### src/rtl/mod_pipe_pkg.sv
// Shared pipeline bundle types, opcode constants and memory-stage FSM states.
// Imported by the execute, memory and writeback stages.
package mod_pipe_pkg;

    localparam logic [7:0] OP_LOAD    = 8'd139;
    localparam logic [7:0] OP_STORE   = 8'd137;
    localparam logic [7:0] OP_LEA     = 8'd141;
    localparam logic [7:0] OP_RETQ    = 8'd195;
    localparam logic [7:0] OP_CALL    = 8'd232;
    localparam logic [7:0] OP_GRP5    = 8'd255;
    localparam logic [7:0] OP_PUSH_LO = 8'd80;
    localparam logic [7:0] OP_PUSH_HI = 8'd87;
    localparam logic [7:0] OP_POP_LO  = 8'd88;
    localparam logic [7:0] OP_POP_HI  = 8'd95;

    typedef struct packed {
        logic [63:0] pc_contents;
        logic [63:0] alu_result;
        logic [63:0] alu_ext_result;
        logic [63:0] ea;
        logic [63:0] store_data;
        logic [7:0]  ctl_opcode;
        logic [7:0]  twob_opcode;
        logic [7:0]  ctl_regByte;
        logic [7:0]  ctl_rmByte;
        logic        sim_end;
        logic [1:0]  mod;
    } mem_ex_t;

    typedef struct packed {
        logic [63:0] pc_contents;
        logic [63:0] alu_result;
        logic [63:0] alu_ext_result;
        logic [7:0]  ctl_opcode;
        logic [7:0]  twob_opcode;
        logic [7:0]  ctl_regByte;
        logic [7:0]  ctl_rmByte;
        logic        sim_end;
        logic [1:0]  mod;
    } ex_wb_t;

    typedef enum logic [1:0] {
        ST_IDLE   = 2'd0,
        ST_REQ    = 2'd1,
        ST_WAIT_R = 2'd2,
        ST_RETIRE = 2'd3
    } mem_state_e;

    // Writeback carries everything except the memory operands.
    function automatic ex_wb_t to_exwb(input mem_ex_t m);
        ex_wb_t w;
        w.pc_contents    = m.pc_contents;
        w.alu_result     = m.alu_result;
        w.alu_ext_result = m.alu_ext_result;
        w.ctl_opcode     = m.ctl_opcode;
        w.twob_opcode    = m.twob_opcode;
        w.ctl_regByte    = m.ctl_regByte;
        w.ctl_rmByte     = m.ctl_rmByte;
        w.sim_end        = m.sim_end;
        w.mod            = m.mod;
        return w;
    endfunction

endpackage

### src/rtl/mod_memory_stage_classify.sv
// Decides whether an instruction needs a data-memory load, a store, or nothing.
// Register-direct forms (mod == 3) of MOV never touch memory.
module mem_op_classify
    import mod_pipe_pkg::*;
(
    input  logic [7:0] ctl_opcode,
    input  logic [1:0] mod,
    output logic       is_load,
    output logic       is_store
);

    // Opcode decode into the two memory access kinds.
    always_comb begin
        is_load  = ((ctl_opcode == OP_LOAD) && (mod != 2'd3))
                || ((ctl_opcode >= OP_POP_LO) && (ctl_opcode <= OP_POP_HI))
                || (ctl_opcode == OP_RETQ);
        is_store = ((ctl_opcode == OP_STORE) && (mod != 2'd3))
                || ((ctl_opcode >= OP_PUSH_LO) && (ctl_opcode <= OP_PUSH_HI))
                || (ctl_opcode == OP_CALL)
                || (ctl_opcode == OP_GRP5);
    end

endmodule

### src/rtl/mod_memory_stage.sv
// Memory pipeline stage: one load/store per instruction over a req/gnt/rvalid bus,
// result registered into the writeback bundle with a one-cycle can_writeback pulse.
module mod_memory_stage
    import mod_pipe_pkg::*;
#(
    parameter int ADDR_W = 64,
    parameter int DATA_W = 64
) (
    input  logic              clk,
    input  logic              reset,
    input  logic              memex_valid,
    input  mem_ex_t           memex,
    output logic              mem_ready,
    input  logic              flush,
    output logic              dmem_req,
    output logic              dmem_we,
    output logic [0:ADDR_W-1] dmem_addr,
    output logic [0:DATA_W-1] dmem_wdata,
    input  logic              dmem_gnt,
    input  logic              dmem_rvalid,
    input  logic [0:DATA_W-1] dmem_rdata,
    output ex_wb_t            exwb,
    output logic              can_writeback,
    output logic              store_memstage_active,
    output logic [0:1]        dep_memwb
);

    mem_state_e state_r, state_s;
    ex_wb_t     held_r, src_s, exwb_s;
    logic       kill_r, kill_s;
    logic       accept_s;
    logic       is_load_s, is_store_s;

    // In IDLE the incoming bundle is classified so the capture cycle can pick REQ or RETIRE.
    always_comb begin
        accept_s = (state_r == ST_IDLE) && memex_valid && !flush;
        if (state_r == ST_IDLE) begin
            src_s = to_exwb(memex);
        end else begin
            src_s = held_r;
        end
        exwb_s = src_s;
        if (state_r == ST_WAIT_R) begin
            exwb_s.alu_result = 64'(dmem_rdata);
        end else begin
            exwb_s.alu_result = src_s.alu_result;
        end
    end

    mem_op_classify u_classify (
        .ctl_opcode (src_s.ctl_opcode),
        .mod        (src_s.mod),
        .is_load    (is_load_s),
        .is_store   (is_store_s)
    );

    // Next-state logic; a flushed read still drains its rvalid before returning to IDLE.
    always_comb begin
        state_s = state_r;
        kill_s  = kill_r;
        case (state_r)
            ST_IDLE: begin
                kill_s = 1'b0;
                if (accept_s) begin
                    if (is_load_s || is_store_s) begin
                        state_s = ST_REQ;
                    end else begin
                        state_s = ST_RETIRE;
                    end
                end else begin
                    state_s = ST_IDLE;
                end
            end
            ST_REQ: begin
                if (dmem_gnt) begin
                    if (is_store_s) begin
                        state_s = ST_RETIRE;
                    end else begin
                        state_s = ST_WAIT_R;
                    end
                end else if (flush) begin
                    state_s = ST_IDLE;
                end else begin
                    state_s = ST_REQ;
                end
            end
            ST_WAIT_R: begin
                if (dmem_rvalid) begin
                    kill_s = 1'b0;
                    if (kill_r || flush) begin
                        state_s = ST_IDLE;
                    end else begin
                        state_s = ST_RETIRE;
                    end
                end else begin
                    kill_s  = kill_r || flush;
                    state_s = ST_WAIT_R;
                end
            end
            ST_RETIRE: begin
                state_s = ST_IDLE;
            end
            default: begin
                kill_s  = 1'b0;
                state_s = ST_IDLE;
            end
        endcase
    end

    // State, captured bundle and all outputs registered from the next state.
    always_ff @(posedge clk or posedge reset) begin
        if (reset) begin
            state_r               <= ST_IDLE;
            kill_r                <= 1'b0;
            held_r                <= '0;
            mem_ready             <= 1'b0;
            dmem_req              <= 1'b0;
            dmem_we               <= 1'b0;
            dmem_addr             <= '0;
            dmem_wdata            <= '0;
            exwb                  <= '0;
            can_writeback         <= 1'b0;
            store_memstage_active <= 1'b0;
            dep_memwb             <= 2'b00;
        end else begin
            state_r               <= state_s;
            kill_r                <= kill_s;
            mem_ready             <= (state_s == ST_IDLE);
            dmem_req              <= (state_s == ST_REQ);
            can_writeback         <= (state_s == ST_RETIRE);
            store_memstage_active <= (state_s == ST_RETIRE) && is_store_s;
            dep_memwb             <= (is_load_s && (state_s != ST_IDLE)) ? 2'b01 : 2'b00;
            if (accept_s) begin
                held_r     <= src_s;
                dmem_we    <= is_store_s;
                dmem_addr  <= ADDR_W'(memex.ea);
                dmem_wdata <= DATA_W'(memex.store_data);
            end
            if (state_s == ST_RETIRE) begin
                exwb <= exwb_s;
            end
        end
    end

endmodule

### config.mk
export PLATFORM = sky130hd
export DESIGN_NAME = mod_memory_stage
export DESIGN_NICKNAME = d
export VERILOG_FILES = /design/src/rtl/mod_pipe_pkg.sv /design/src/rtl/mod_memory_stage_classify.sv /design/src/rtl/mod_memory_stage.sv
export SDC_FILE = /design/constraint.sdc
export NUM_CORES = 1
export LEC_CHECK = 0
export ABC_CLOCK_PERIOD_IN_PS = 52300
export BUFFER_PORTS_ARGS = -buffer_cell sky130_fd_sc_hd__buf_2
export CAP_MARGIN = 10
export CELL_PAD_IN_SITES_DETAIL_PLACEMENT = 1
export CELL_PAD_IN_SITES_GLOBAL_PLACEMENT = 2
export CORE_AREA = 2 2 309 311
export CTS_CLUSTER_DIAMETER = 200
export DETAILED_ROUTE_END_ITERATION = 10
export DIE_AREA = 0 0 311 313
export GPL_ROUTABILITY_DRIVEN = 0
export GPL_TIMING_DRIVEN = 1
export PLACE_DENSITY_LB_ADDON = 0.1
export SYNTH_ARGS = -nofsm -noshare
export SYNTH_HDL_FRONTEND = slang
export SYNTH_SLANG_ARGS = --single-unit
export TNS_END_PERCENT = 50
### constraint.sdc
create_clock -name clk -period 52.3 [get_ports clk]
set_clock_uncertainty 0.2 [all_clocks]
set_input_delay 7.845 -clock clk [delete_from_list [all_inputs] [get_ports clk]]
set_output_delay 7.845 -clock clk [all_outputs]
set_load 0.02 [all_outputs]
## Yosys cells after proc, flatten, opt, wreduce, memory -nomap -nowiden

Cells that the tools add are included.

| storage, ports and cells | value |
|---|---|
| flip-flop bits (word level) | 591 |
| bits in latches | 0 |
| RAM bits | 0 |
| bits in read-only memories | 0 |
| bits of input ports | 425 |
| output and inout port bits | 362 |
| word-level logic and storage cells | 76 |
| memories kept | 0 |

| operators by class | value |
|---|---|
| $add $sub $neg | 0 |
| $mul | 0 |
| divide/modulo/power cells | 0 |
| $lt $le $gt $ge | 4 |
| eq/ne operators | 11 |
| shifts and indexed selects | 0 |
| muxes and demuxes | 13 |
| bitwise operators | 0 |
| reduce and logical (&&, ||, !) cells | 20 |

Operators with widths:

| operator | count |
|---|---|
| $mux 227 | 1 |
| $mux 64 | 1 |
| $eq 8x8->1 const B | 5 |
| $ge 8x7->1 const B | 2 |
| $le 8x7->1 const B | 2 |
| $mux 2 | 5 |
| $logic_and 1x1->1 | 8 |
| $pmux 2 s4 | 1 |
| $logic_or 1x1->1 | 7 |
| $eq 2x2->1 const B | 3 |
| $eq 2x1->1 const B | 2 |
| $logic_not 2->1 | 2 |
| $mux 1 | 4 |
| $reduce_bool 2->1 | 2 |
| $ne 2x2->1 const B | 1 |
| $pmux 1 s2 | 1 |
| $logic_not 1->1 | 1 |

## Depth between registers and ports, before layout

Gate-level depths: netlist (run 1).

| depth | value |
|---|---|
| word-level depth | 14 |
| gate-level depth with buffers | 11 |
| mapped depth without buffers | 7 |

## Modules after synthesis

From an unflattened synthesis (run 1), not the netlist that was laid out.

| unflattened totals | value |
|---|---|
| cell total of the unflattened synthesis | 2408 |
| area, all modules | 25396.9 um^2 |

By module, submodules not included:

| module | instances | cells an instance | area each (um^2) | sequential area each (um^2) |
|---|---|---|---|---|
| mod_memory_stage | 1 | 2392 | 25293.0 | 14789.2 |
| mem_op_classify | 1 | 16 | 103.8 | 0.0 |

## Worst setup path after synthesis (run 1)

OpenSTA, ideal clock, no wires.

| timing | value |
|---|---|
| kind | input port to flip-flop |
| start | input memex[31] (netlist name) |
| end | register exwb[126] (netlist name) |
| library setup time | 0.125 ns |
| data arrival time | 9.685 ns |
| required time | 51.975 ns |
| slack | 42.290 ns |
| stages | 9 |
| path buffers | 2 |
| cell sequence | or3b_1 -> a221o_1 -> o32ai_1 -> a21boi_1 -> nand2b_4 -> o211ai_4 -> buf_8 -> buf_8 -> mux2_4 |

| on the way | value |
|---|---|
| longest elaborated chain between the ends | 11 |
| elaborated cells on any way between the ends | 26 |
| classes of those cells | order compare: 4; eq/ne: 6; mux: 6; reduce/logical: 10 |

RTL lines:

| element | RTL line | RTL |
|---|---|---|
| from (decl) | mod_memory_stage.sv:12 | `input mem_ex_t memex,` |
| $mux 227 * | mod_memory_stage.sv:37 | `if (state_r == ST_IDLE) begin` |
| $ge 8x7->1 (tied with other cells) | mod_memory_stage_classify.sv:18 | `\|\| ((ctl_opcode >= OP_PUSH_LO) && (ctl_opcode <= OP_PUSH_HI))` |
| $logic_and 1x1->1 (on tied branches) | mod_memory_stage_classify.sv:18, mod_memory_stage_classify.sv:17 |  |
| $logic_or 1x1->1 | mod_memory_stage_classify.sv:18 |  |
| $logic_or 1x1->1 | mod_memory_stage_classify.sv:19 | `\|\| (ctl_opcode == OP_CALL)` |
| $logic_or 1x1->1 | mod_memory_stage_classify.sv:20 | `\|\| (ctl_opcode == OP_GRP5);` |
| $logic_or 1x1->1 | mod_memory_stage.sv:65 | `if (is_load_s \|\| is_store_s) begin` |
| $mux 2 | mod_memory_stage.sv:65 |  |
| $mux 2 | mod_memory_stage.sv:64 | `if (accept_s) begin` |
| $pmux 2 s4 * | mod_memory_stage.sv:61 | `case (state_r)` |
| $eq 2x2->1 * | mod_memory_stage.sv:139 | `if (state_s == ST_RETIRE) begin` |
| to (signal assigned) | mod_memory_stage.sv:140 | `exwb <= exwb_s;` |
| to (decl) | mod_memory_stage.sv:22 | `output ex_wb_t exwb,` |

Mark *: on every way between the ends. The rest lies on a longest branch, timed or not.
A chain may end at the register's enable or synchronous reset.

==> summary.md, run 1 <==
| Metric | Value |
|---|---|
| CP Launch Type | `input pin` |
| YS warnings | `0` |
| Die ar. | `0.0973 mm²` |
| P&R area growth vs syn | `27.9%` |
| Row cnt | `113` |
| Final Hold Fails | `0` |
| Nets@finish | `3224` |
| CP max stage cell | `buf_4` |
| Post_cts resized | `0` |
| Max-slew violations | `0` |
| Layout cells sized above 1 | `between 50% and 60%` |
| Chip height | `313 µm` |
| Final setup fails | `0` |
| CTS tree | `built` |
| Worst path most repeated cell | `buf_4` |
| Hold_ws | `0.300 ns` |
| Fmax | `95.7 MHz` |
| Yosys reg bits | `591` |
| PortBufs | `~790` |
| Power per Cell Area | `69.9 mW/mm²` |
| Crit path time final | `10.45 ns` |
| Status | `completed` |
| Register area share after synthesis | `55.9%` |
| Core area | `0.0942 mm²` |
| Post-route antenna net violation count | `0` |
| Hold Path Class | `flop to flop` |
| Met2 routed WL | `between 40000 and 50000 µm` |
| Post-detail-place hpwl | `66000 µm` |
| Highest metal used | `met5` |
| Largest net degree at the start of global routing | `156` |
| CTS H-tree lvls | `3` |
| Placed Instances | `3988` |
| CP Class | `input pin to asynchronous set/reset pin` |
| Syn_area_per_cell | `12.9 µm²` |
| Global-route wire length before repair | `141000 µm` |
| CP Data Required Time | `52.73 ns` |
| Slew headroom | `about a quarter` |
| Sum Neg Setup Slack | `0 ns` |
| Yosys cell types | `45` |
| Synthesized Nets | `2474` |
| Pleak | `~16 nW` |
| Max VDD drop | `0.0000544 V` |
| Num CTS Buffers | `74` |
| Wirelength per Cell | `22.9 µm` |
| CP max stage delay | `0.85 ns` |
| All-layer global routing usage | `19.2%` |
| Setup Buffers After CTS | `0` |
| Met1 WL | `36800 µm` |
| Syn Inst Count | `2049` |
| Asr flop ratio synth | `100%` |
| Final worst path period share | `roughly a fifth` |
| RSZ-0062 raised after global routing | `no` |
| Remaining DRCs | `0` |
| CTS max path bufs | `3` |
| Prevailing post-synth register cell | `dfrtp_1` |
| Worst EP arrival | `approximately 11 ns` |
| 1st-iter DRT viols | `691` |
| Routed WL | `94700 µm` |
| CP Capture Type | `asynchronous set/reset pin` |
| Max-cap violations | `0` |
| Clk sinks | `a little under 600` |
| Total I/O pin count | `787` |
| Via density | `4.54` |
| Detailed Routing Iterations Pass 1 | `4` |
| Met3 WL | `7020 µm` |
| Die W | `311 µm` |
| Worst-path maximum fanout | `133` |
| Non-filler cells, final | `4142` |
| Root Buffer | `clkbuf_16` |
| Slew @ Worst Pin | `1.14 ns` |
| Fillers | `10.3k` |
| Initial core utilization | `28.1%` |
| Vias | `18.8k` |
| Total gr overflow | `0` |
| Vias in the first global route | `20.8k` |
| Worst-path clk slew | `0.06 ns` |
| Latest clock arrival within the worst-skew pair | `0.62 ns` |
| Hold buffer count at cts | `0` |
| Crit-path cells | `buf_2 -> inv_8 -> buf_12 -> buf_4 -> buf_4` |
| Number of flops mapped to enable cells by yosys | `0` |
| Initial antenna violation count | `60` |
| Cell Area, Synth | `between 0.02 and 0.03 mm²` |
==> sequential cells by signal, summed over array words and instances (netlist names), 2 cells and up <==
name,cells
state_r,2
exwb,227
dmem_addr,64
dmem_wdata,64
held_r,227
==> cells in the final DEF (no fill, tap or decap), drive strengths merged, types with 2 or more instances in the layout <==
| master | instances |
|---|---|
| nor4b | 2 |
| mux2i | 68 |
| or3b | 2 |
| diode | 23 |
| o21ai | 75 |
| mux2 | 581 |
| buf | 801 |
| o211ai | 4 |
| dfrtp | 591 |
| and4b | 2 |
| clkinv | 10 |
| nand2b | 3 |
| clkbuf | 114 |
| nand2 | 543 |
| a21oi | 12 |
| or2 | 2 |
| nor3b | 2 |
| inv | 9 |
| o21a | 2 |
| clkinvlp | 2 |
| a31oi | 2 |
| a311oi | 2 |
| nand4 | 3 |
| nor2 | 8 |
==> cell families (layout without fill, tap and decap cells) <==
logic type / count (synthesis) / after routing / share of synthesized area (%)
buffers and inverters: 132 / 937 / 2.95
muxes: 649 / 649 / 30.4
and+or+nand+nor: 571 / 571 / 8.45
other: 1 / 24 / 0.0142
DFF: 591 / 591 / 55.9
AOI/OAI and AO/OA: 105 / 105 / 2.22
==> through the flow <==
step / utilization (%) / power (mW) / worst slack, ns / cell area [µm²]
after floorplan: - / 1.53 / 27.72 / 26400
after global placement: 33.4 / 1.86 / 40.90 / 31400
after detailed placement: 33.4 / 1.89 / 40.81 / 31400
after CTS: 35.8 / 2.41 / 41.48 / 33800
after global routing: 35.9 / 2.52 / 41.34 / 33800
final: 35.9 / 2.36 / 41.85 / 33800
==> synthesized netlist by cell type (2+ instances only) <==
master	count	share of area (%)
o211ai_1	3	0.085
buf_2	33	0.62
nand2_1	543	7.7
and4b_1	2	0.076
nor2_1	8	0.11
dfrtp_1	591	56
a31oi_1	2	0.047
buf_1	11	0.16
o21ai_0	75	1.4
buf_8	12	0.68
mux2_2	361	15
buf_6	14	0.60
nor4b_1	2	0.066
nand2b_1	2	0.047
nor3b_1	2	0.057
a311oi_1	2	0.066
clkbuf_1	56	0.79
a21oi_1	12	0.23
o21a_1	2	0.057
inv_1	5	0.071
mux2_4	219	12
nand4_1	2	0.047
mux2i_1	68	2.6
==> final timing paths <==
| kind | startpoint | end | slack [ns] | depth (start not counted) |
|---|---|---|---|---|
| max in group clk | memex[31] | exwb[212]$_DFFE_PP0N_ | 42.01 | 9 |
| hold reg to reg | dmem_addr[12]$_DFFE_PP0P_ | dmem_addr[12]$_DFFE_PP0P_ | 0.30 | 1 |
| min in group asynchronous | reset | dmem_wdata[60]$_DFFE_PP0P_ | 7.17 | 2 |
| setup reg to reg | state_r[1]$_DFF_PP0_ | exwb[212]$_DFFE_PP0N_ | 46.81 | 9 |
| hold / removal | dmem_addr[12]$_DFFE_PP0P_ | dmem_addr[12]$_DFFE_PP0P_ | 0.30 | 1 |
| setup / recovery | reset | held_r[177]$_DFFE_PP0P_ | 41.85 | 5 |
==> metal layers <==
layer  global-route usage (%)  vias to the layer above
met5                        0                        -
met3                     6.33                      182
li1                         -                     8487
met1                     22.1                     9564
met4                     6.47                       22
met2                     33.6                      565
==> critical path: cells and delay by family <==
family | cells | cell delay, ns
buffers and inverters | 5 | 2.92
==> where the power goes <==
part           internal [mW]  switching, mW  leakage (nW)
logic                  0.469          0.562          8.26
clock network          0.293          0.209          1.14
registers              0.691          0.140          7.07
total                   1.45          0.911          16.5
==> cell type report <==
class	instances	area, µm²	share of cell area, %
multi-input combinational	1326	10900	32.2
antenna	23	57.6	0.170
clock buffer	114	2180	6.46
tap	1265	1580	4.68
timing repair buffer	801	4120	12.2
inverter	5	26.3	0.0777
clock inverter	17	153	0.451
sequential	591	14800	43.8
Power figures use the tool's default switching activity.
==> inputs of run 2 (changes only) <==
--- a/config.mk
+++ b/config.mk
@@ -5,15 +5,16 @@
 export SDC_FILE = /design/constraint.sdc
 export NUM_CORES = 1
 export LEC_CHECK = 0
-export ABC_CLOCK_PERIOD_IN_PS = 52300
+export ABC_AREA = 1
+export ABC_CLOCK_PERIOD_IN_PS = 9700
 export BUFFER_PORTS_ARGS = -buffer_cell sky130_fd_sc_hd__buf_2
 export CAP_MARGIN = 10
 export CELL_PAD_IN_SITES_DETAIL_PLACEMENT = 1
 export CELL_PAD_IN_SITES_GLOBAL_PLACEMENT = 2
-export CORE_AREA = 2 2 309 311
+export CORE_AREA = 2 2 306 308
 export CTS_CLUSTER_DIAMETER = 200
 export DETAILED_ROUTE_END_ITERATION = 10
-export DIE_AREA = 0 0 311 313
+export DIE_AREA = 0 0 308 310
 export GPL_ROUTABILITY_DRIVEN = 0
 export GPL_TIMING_DRIVEN = 1
 export PLACE_DENSITY_LB_ADDON = 0.1
==> constraint.sdc (replaced) <==
create_clock -name clk -period 9.7 [get_ports clk]
set_clock_uncertainty 0.2 [all_clocks]
set_input_delay 1.455 -clock clk [delete_from_list [all_inputs] [get_ports clk]]
set_output_delay 1.455 -clock clk [all_outputs]
set_load 0.02 [all_outputs]
==> run 2 against run 1 <==
Net effect:
- sequential cell count did not move
- highest routed layer unchanged
- critical path depth up 12
- first-iteration DRC count is 100% higher
- clock-buffer cell count unchanged
- sequential power rose to 5.0 times the previous value
- cell count grew 26%
- worst setup slack got worse by 38 ns
- combinational power rose to 5.6 times the previous value
- non-clock buffer count grew 10
- global-route usage increased by 3.0 points
- area after synthesis is 0.11% higher
- design area fell by 0.56%
- largest power group unchanged
==> summary.md, run 2 <==
| Metric | Value |
|---|---|
| CP Capture Type | `flop` |
| Final worst slack | `3.74 ns (-38.11 ns)` |
| Clk sinks | `591 (unchanged)` |
| Hold buffer count at cts | `0 (unchanged)` |
| Synth area leader | `dfrtp_1` |
| Max-slew violations | `0 (unchanged)` |
| All-layer global routing usage | `22.2% (+3.0 points)` |
| YS warnings | `0 (unchanged)` |
| Commonest non-fill, non-tap cell in the layout | `nand2_1` |
| Final Hold Fails | `0 (unchanged)` |
| Biggest regs | `exwb x227, held_r x227` |
| Syn_area_per_cell | `7.97 µm² (-38%)` |
| CTS max path bufs | `3 (unchanged)` |
| Top-count cell post-synth | `nand2_1` |
| Top cells by area, synth | `dfrtp_1 56%, nand2_1 22%, o21ai_0 8.5%` |
| CP max stage delay | `0.82 ns (-0.03 ns)` |
| Initial core utilization | `28.6% (+0.54 points)` |
| Yosys top cell area share | `55.9% (-0.061 points)` |
| Mux cell area share after synthesis | `0% (-30 points)` |
| Final worst path period share | `61.4%` |
| CTS tree | `built` |
| Number of flops mapped to enable cells by yosys | `0 (unchanged)` |
| Post-detail-place hpwl | `72700 µm (+10%)` |
| Slew headroom | `29.0% (+4.9 points)` |
| Met2 routed WL | `54100 µm (+13%)` |
| Asr flop ratio synth | `100% (unchanged)` |
| Syn Inst Count | `3320 (+62%)` |
| Max VDD drop | `0.000209 V (+280%)` |
| Layout cells sized above 1 | `23.2% (-29 points)` |
| CP Data Required Time | `10.00 ns (-42.73 ns)` |
| Post-route antenna net violation count | `0 (unchanged)` |
| Largest net degree at the start of global routing | `218 (+40%)` |
| Worst path most repeated cell | `nand2_1` |
| Wirelength per Cell | `20.7 µm (-9.6%)` |
| Vias | `24.8k (+32%)` |
| Hold Path Class | `flop to flop` |
| 1st-iter DRT viols | `1409 (+100%)` |
| Chip height | `310 µm (-0.96%)` |
| Worst-path maximum fanout | `217 (+63%)` |
| Status | `completed` |
| Via density | `4.74 (+4.3%)` |
| Latest clock arrival within the worst-skew pair | `0.62 ns (about the same)` |
| CP max stage cell | `nand3_4` |
| PortBufs | `785 (unchanged)` |
| Met3 WL | `6770 µm (-3.5%)` |
| Total I/O pin count | `787 (unchanged)` |
| Crit-path cells | `nor2_4 -> buf_4 -> buf_12 -> nand2_1 -> o21ai_1 -> nand2_1 -> nand2_1 -> nand2_1 -> nand2_1 -> nor2_1 -> nor2_2 -> nand3_1 -> nand2_8 -> nand3_4 -> buf_12 -> nand2_1 -> nand2_1` |
| Synthesized Nets | `3745 (+51%)` |
| Post_cts resized | `0 (unchanged)` |
| Worst-path clk slew | `0.06 ns (about the same)` |
| Area of placed instances | `0.0311 mm² (-1.1%)` |
| Register area share after synthesis | `55.9% (-0.061 points)` |
| P&R area growth vs syn | `27.0%` |
| Die ar. | `0.0955 mm² (-1.9%)` |
| Vias in the first global route | `25.7k (+24%)` |
| Commonest cells post-synth | `1526 x nand2_1, 591 x dfrtp_1, 447 x o21ai_0` |
| Final setup fails | `0 (unchanged)` |
| Root Buffer | `clkbuf_16` |
| Simple-gate share of the synthesized area | `27.5% (+19 points)` |
| Slew @ Worst Pin | `1.06 ns (-0.0739 ns)` |
| CP Launch Type | `flop` |
| Worst EP arrival | `6.25 ns (-4.62 ns)` |
| Most frequent cells in the layout | `1524 x nand2_1, 785 x buf_2, 591 x dfrtp_1, 447 x o21ai_0, 241 x inv_1` |
| Max-cap violations | `0 (unchanged)` |
| Xor/xnor cell area share of the yosys netlist | `0% (unchanged)` |
| Register-to-register setup slack | `3.74 ns (-43.07 ns)` |
| Global-route wire length before repair | `162000 µm (+15%)` |
| Remaining DRCs | `0 (unchanged)` |
| Largest family of logic cells by synthesized area | `simple AND/OR/NAND/NOR gates` |
| CP Class | `flop to flop` |
| Total gr overflow | `0 (unchanged)` |
| Highest metal used | `met5` |
| Cell Area, Synth | `0.0265 mm² (+0.11%)` |
| Die W | `308 µm (-0.96%)` |
| Yosys reg bits | `591 (unchanged)` |
| Prevailing post-synth register cell | `dfrtp_1` |
| Yosys cell types | `23 (-49%)` |
| Cell family with the largest share of critical-path delay | `simple AND/OR/NAND/NOR gates` |
| RSZ-0062 raised after global routing | `no` |
| Initial antenna violation count | `46 (-23%)` |
| CTS H-tree lvls | `3 (unchanged)` |
| Fmax | `around 170 MHz` |
| Total Power | `12.8 mW (+440%)` |
| Num CTS Buffers | `75 (+1.4%)` |
| Row cnt | `112 (-0.88%)` |
| Routed WL | `108000 µm (+14%)` |
| Core area | `0.0925 mm² (-1.8%)` |
| Met1 WL | `44000 µm (+20%)` |
| Setup Buffers After CTS | `0 (unchanged)` |
| Crit path time final | `about 6 ns` |
| Nets@finish | `4391 (+36%)` |
| Pleak | `18.0 nW (+9.3%)` |
| Final instance area | `0.0336 mm² (-0.56%)` |
| Compound-cell area share of the yosys netlist | `8.73% (+6.5 points)` |
| Synth Area in Adders | `0% (unchanged)` |
| Buf/Inv on CP | `3 (-2)` |
| DP Worst Slack | `3.26 ns (-37.56 ns)` |
| Detailed Routing Iterations Pass 1 | `5 (+1)` |
| Power per Cell Area | `382 mW/mm² (+450%)` |
## run 2: cell count changes after synthesis, sizes merged, moves of 15 or more
cell    delta
mux2i     -68
buf       +22
inv      +238
nor2      +15
mux2     -581
clkbuf    +93
nand2    +985
nand4    +224
o21ai    +376
## run 2: stage by stage
stage	instances	utilization [%]	setup TNS [ns]	hold WS [ns]
3_5_place_dp	5086	33.6	0	0.254
3_3_place_gp	5086	33.6	0	0.251
5_1_grt	5234	36.3	0	0.284
2_1_floorplan	3320	-	-7.29	0.253
4_1_cts	5220	36.3	0	0.269
6_report	5239	36.4	0	0.264
## run 2: where the power goes
group          switching (mW)  internal (mW)  leakage (nW)  total (mW)
registers               0.554           3.59          7.44        4.14
clock network            1.14           1.74          1.23        2.88
logic                    4.28           1.53          9.34        5.80
## run 2: worst register-to-register path: cells and delay by family (launching register included)
kind            cells  cell delay (ns)
simple gates       13             3.18
buf+inv             3             1.74
compound gates      1             0.22
flops               1             0.48
## run 2: layout make-up
type / instances / area (µm²)
multi-input combinational: 2243 / 9660
timing repair buffer: 811 / 4200
tap: 1197 / 1500
fill: 11298 / 58900
sequential: 591 / 14800
clock inverter: 20 / 317
clock buffer: 114 / 2180
inverter: 244 / 927
antenna: 19 / 47.5
## run 2: layer usage
metal	vias to the layer above	track usage [%]
met3	194	5.36
met5	-	0
li1	11846	-
met1	12086	26.8
met4	24	7.48
met2	676	38.8
## run 2: kinds of logic (layout without fill, tap and decap cells)
family	after synthesis	count (layout)
other	1	20
and+or+nand+nor	1783	1783
AOI/OAI and AO/OA	459	459
buffers and inverters	486	1189
DFF	591	591
## run 2: worst paths after layout
| kind | endpoint | cells past startpoint | startpoint |
|---|---|---|---|
| setup / recovery | exwb[100]$_DFFE_PP0N_ | 17 | state_r[0]$_DFF_PP0_ |
| hold / removal | exwb[207]$_DFFE_PP0N_ | 2 | exwb[207]$_DFFE_PP0N_ |
| setup reg to reg | exwb[100]$_DFFE_PP0N_ | 17 | state_r[0]$_DFF_PP0_ |
| hold reg to reg | exwb[207]$_DFFE_PP0N_ | 2 | exwb[207]$_DFFE_PP0N_ |
| max in group asynchronous | dmem_wdata[31]$_DFFE_PP0P_ | 4 | reset |
| min in group asynchronous | held_r[124]$_DFFE_PP0P_ | 2 | reset |
